## src/rtl/transport_arb_pkg.sv

```systemverilog
// transport_arb_pkg: shared state/owner types for the transport arbiter
package transport_arb_pkg;
  typedef enum logic [1:0] {IDLE, GNT_BUS, GNT_TRAIN, TURN} arb_state_t;
  typedef enum logic {BUS, TRAIN} owner_t;
  localparam owner_t RESET_LAST_OWNER = TRAIN;
endpackage

```

## src/rtl/transport_hold_timer.sv

```systemverilog
// transport_hold_timer: grant hold counter (clk, rst, start, clear -> hold_cnt, expired)
module transport_hold_timer #(
  parameter int MAX_HOLD = 8,
  localparam int CNT_W = $clog2(MAX_HOLD + 1)
) (
  input  logic             clk,
  input  logic             rst,
  input  logic             start,
  input  logic             clear,
  output logic [CNT_W-1:0] hold_cnt,
  output logic             expired
);
  assign expired = hold_cnt == CNT_W'(MAX_HOLD);
  always_ff @(posedge clk)
    if (rst || clear) hold_cnt <= '0;
    else if (start) hold_cnt <= CNT_W'(1);
    else if (hold_cnt != '0 && !expired) hold_cnt <= hold_cnt + CNT_W'(1);
endmodule

```

## src/rtl/transport_arbiter.sv

```systemverilog
// transport_arbiter: round-robin bus/train channel arbiter (req/done in -> gnt, busy, timeout, hold_cnt out)
module transport_arbiter
  import transport_arb_pkg::*;
#(
  parameter int MAX_HOLD = 8,
  localparam int CNT_W = $clog2(MAX_HOLD + 1)
) (
  input  logic             clk,
  input  logic             rst,
  input  logic             bus_req,
  input  logic             train_req,
  input  logic             bus_done,
  input  logic             train_done,
  output logic             bus_gnt,
  output logic             train_gnt,
  output logic             transport_busy,
  output logic             timeout,
  output logic [CNT_W-1:0] hold_cnt
);
  arb_state_t state;
  owner_t last_owner;
  logic arb_bus, arb_train, in_grant, owner_done, start, clear, expired;
  always_comb begin
    arb_bus    = bus_req & (~train_req | (last_owner == TRAIN));
    arb_train  = train_req & ~arb_bus;
    in_grant   = (state == GNT_BUS) || (state == GNT_TRAIN);
    owner_done = state == GNT_BUS ? bus_done : state == GNT_TRAIN ? train_done : 1'b0;
    start      = !in_grant && (arb_bus || arb_train);
    clear      = in_grant && (owner_done || expired);
  end
  transport_hold_timer #(.MAX_HOLD(MAX_HOLD)) u_timer (
    .clk(clk), .rst(rst), .start(start), .clear(clear), .hold_cnt(hold_cnt), .expired(expired)
  );
  always_ff @(posedge clk)
    if (rst) begin
      state          <= IDLE;
      last_owner     <= RESET_LAST_OWNER;
      bus_gnt        <= 1'b0;
      train_gnt      <= 1'b0;
      transport_busy <= 1'b0;
      timeout        <= 1'b0;
    end else begin
      timeout <= 1'b0;
      if (!in_grant) begin
        state          <= arb_bus ? GNT_BUS : arb_train ? GNT_TRAIN : IDLE;
        bus_gnt        <= arb_bus;
        train_gnt      <= arb_train;
        transport_busy <= arb_bus | arb_train;
        if (arb_bus || arb_train) last_owner <= arb_bus ? BUS : TRAIN;
      end else if (clear) begin
        state          <= TURN;
        bus_gnt        <= 1'b0;
        train_gnt      <= 1'b0;
        transport_busy <= 1'b0;
        // a done on the limit cycle is a normal release, not a forced one
        timeout        <= ~owner_done;
      end
    end
endmodule

```

## config.mk

```make
export PLATFORM = sky130hd
export DESIGN_NAME = transport_arbiter
export DESIGN_NICKNAME = d
export VERILOG_FILES = /design/src/rtl/transport_arb_pkg.sv /design/src/rtl/transport_hold_timer.sv /design/src/rtl/transport_arbiter.sv
export SDC_FILE = /design/constraint.sdc
export NUM_CORES = 1
export LEC_CHECK = 0
export CAP_MARGIN = 25
export CORE_MARGIN = 2
export CORE_UTILIZATION = 40
export CTS_CLUSTER_DIAMETER = 120
export DETAILED_ROUTE_END_ITERATION = 10
export PLACE_DENSITY = 0.66
export SYNTH_ARGS = -nofsm -noshare
export SYNTH_HDL_FRONTEND = slang
export SYNTH_HIERARCHICAL = 1
export SYNTH_SLANG_ARGS = --single-unit
```

## constraint.sdc

```tcl
create_clock -name clk -period 1.6 [get_ports clk]
set_input_delay 0.48 -clock clk [delete_from_list [all_inputs] [get_ports clk]]
set_output_delay 0.48 -clock clk [all_outputs]
set_load 0.05 [all_outputs]
```

==> impl_metrics.json <==
{
  "status": "completed",
  "num_io_pins": 14,
  "skew_ns": 0.00359,
  "rr_worst_depth": 8,
  "area_growth_pct": 62.9,
  "row_count": 13,
  "finalHoldViolations": 0,
  "endpoint_kind": "flop",
  "hold_slack_ns": 0.508,
  "cts_sinks": 11,
  "drt_iter0_drc": 18,
  "routed_wl_um": 1110,
  "max_freq_mhz": 645,
  "diodes": 0,
  "synthCells": 60,
  "syn_nets": 70,
  "synthDistinctLibCells": 25,
  "cts.reportedPaths.clkPinSlew_ns": 0.07,
  "clk_latency_ns": 0.26,
  "cp_cell_sequence": "inv_2 -> ha_4 -> nor2b_4 -> and2_4 -> a21oi_4 -> a21oi_2 -> or3_4 -> nor2_2",
  "fin_crit_ns": 1.55,
  "synth-edff-count": 0,
  "ys_ff_latch": 11,
  "gp_congestion": 0.786,
  "fin_crit_sh_pct": 97.0,
  "dpl.cell_count": 94,
  "coreArea_um2": 1300,
  "synth-main-ff-cell": "dfxtp_1",
  "die_h_um": 41.4,
  "timing.slew.headroom_pct": 85.2,
  "setup_tns_ns": 0,
  "ant_nets": 0,
  "hold_depth": 2,
  "path_delay_family": "simple AND/OR/NAND/NOR gates",
  "rrSetupSlack_ns": 0.05,
  "grt_first_pass_wirelength_um": 1730,
  "start_util_pct": 43.1,
  "path_max_fanout": 3,
  "final_cell_mix": "dfxtp_1, buf_12, buf_4",
  "synth_seq_area_share_pct": 39.3,
  "antenna_found_initial": 0,
  "drive_gt1_share_pct": 44.0,
  "critPathSlowestCell": "or3_4",
  "cp-start-kind": "flop",
  "finalNetCount": 95,
  "slowest_delay_ns": 0.36,
  "h-tree-depth": 1,
  "grt_start_max_net_pins": 11,
  "die_w_um": 41.4,
  "avgSynthCellArea_um2": 9.34,
  "timing_worst_setup_path_type": "flop to flop",
  "r2r_start": "u_timer/hold_cnt[1]",
  "worstHoldStart": "train_gnt",
  "cts_tree": "done",
  "hold_end": "train_gnt",
  "grt_pass1_vias": 415,
  "vias": 491,
  "via_per_inst": 4.96,
  "finalInstanceArea_um2": 913,
  "drc_errors": 0,
  "powerDensity_nw_per_um2": 1090,
  "io_buffers": 13,
  "drv_cap": 0,
  "min_path_type": "flop to flop",
  "overflow": 0,
  "crit_required_ns": 1.80,
  "numCtsBuffers": 3,
  "clock-root-buffer": "clkbuf_4",
  "peakVddDrop_mv": 0.633,
  "p_leak_nw": 0.373,
  "cp.buffers_inverters": 1,
  "cts_max_path_buffers": 2,
  "async_reset_ff_share_pct": 0,
  "arrival_ns": 1.75,
  "yosysWarnings": 6,
  "syn_area_um2": 561,
  "stdcell_count": 99,
  "routedWlPerCell_um": 11.3,
  "firstDrtPassIters": 4,
  "grt_usage_pct": 13.3,
  "n_fill_cell": 104,
  "die_area_um2": 1720,
  "dp_hpwl_um": 893,
  "setup_violations": 0,
  "maxSlewViolCount": 0,
  "postPlaceCellArea_um2": 870,
  "r2r_end": "u_timer/hold_cnt[2]",
  "worst_slew_pin_slew_ns": 0.216
}
[power breakdown]
part / switching, mW / internal, mW / total (mW)
logic: 0.235 / 0.236 / 0.471
clock network: 0.0856 / 0.0964 / 0.182
registers: 0.0269 / 0.313 / 0.339
total: 0.347 / 0.645 / 0.993
[cell families (layout without fill, tap and decap cells)]
kind of cell | Yosys count | after routing | synth area share, %
flip-flops | 11 | 11 | 39.3
buffers and inverters | 7 | 31 | 6.03
adder cells (fa/ha/maj) | 4 | 4 | 8.93
AO/OA/AOI/OAI | 15 | 15 | 17.0
AND/OR/NAND/NOR | 20 | 20 | 23.9
multiplexers | 1 | 1 | 1.79
XOR/XNOR | 2 | 2 | 3.13
[registers in the layout, summed over array words and instances, names as in the netlist]
register          flops
last_owner            1
timeout               1
u_timer/hold_cnt      4
bus_gnt               1
transport_busy        1
train_gnt             1
state                 2
[what timing repair did]
action                     CTS  global route
setup endpoints to repair    0             3
buffers inserted             0             1
gates resized for setup      0             4
hold buffers                 0             0
[layout make-up]
| class | instances | area [um^2] | share of cell area, % |
|---|---|---|---|
| clock buffer | 4 | 26.3 | 2.88 |
| inverter | 6 | 22.5 | 2.47 |
| multi-input combinational | 42 | 347 | 37.9 |
| sequential | 11 | 229 | 25.1 |
| tap | 15 | 18.8 | 2.05 |
| timing repair buffer | 21 | 270 | 29.6 |
[synth_stat cells, types with 2 or more instances]
master   number  area (um^2)
a21oi_1       8         40.0
a31o_1        2         17.5
dfxtp_1      11          220
ha_1          4         50.1
inv_1         6         22.5
nand2_1       2         7.51
nand3_1       2         10.0
nand4_1       2         12.5
nor2_1        6         22.5
o21a_1        2         15.0
[layer usage]
| metal | up-vias | share of wire, % | GRT usage, % |
|---|---|---|---|
| met4 | 0 | 1.4 | 5.81 |
| li1 | 256 | - | - |
| met1 | 219 | 51 | 18.5 |
| met2 | 14 | 41 | 17.5 |
| met5 | - | 0 | 0 |
| met3 | 2 | 7.0 | 5.65 |
[tightest hold or removal path, cell delays in order (launching register included)]
cell	delay [ns]
dfxtp_1	0.33
nand4_1	0.07
a21oi_1	0.06
[worst max-delay path by stage]
stage	from	end	cells past startpoint
after floorplan	u_timer/hold_cnt[1]	u_timer/hold_cnt[1]	8
after global placement	bus_done	u_timer/hold_cnt[1]	5
after detailed placement	bus_done	u_timer/hold_cnt[2]	5
after CTS	u_timer/hold_cnt[1]	u_timer/hold_cnt[2]	8
after global routing	u_timer/hold_cnt[1]	u_timer/hold_cnt[2]	8
final	u_timer/hold_cnt[1]	u_timer/hold_cnt[2]	8
[per-stage QoR]
| stage | power [mW] | util (%) | worst slack [ns] |
|---|---|---|---|
| final | 0.993 | 70.2 | 0.0486 |
| after global routing | 1.04 | 70.2 | -0.00466 |
| after CTS | 0.989 | 68.8 | 0.0126 |
| after detailed placement | 0.805 | 66.8 | -0.109 |
| after global placement | 0.803 | 66.8 | -0.0904 |
| after floorplan | 0.632 | - | -0.0660 |
(Power assumes the default switching activity.)
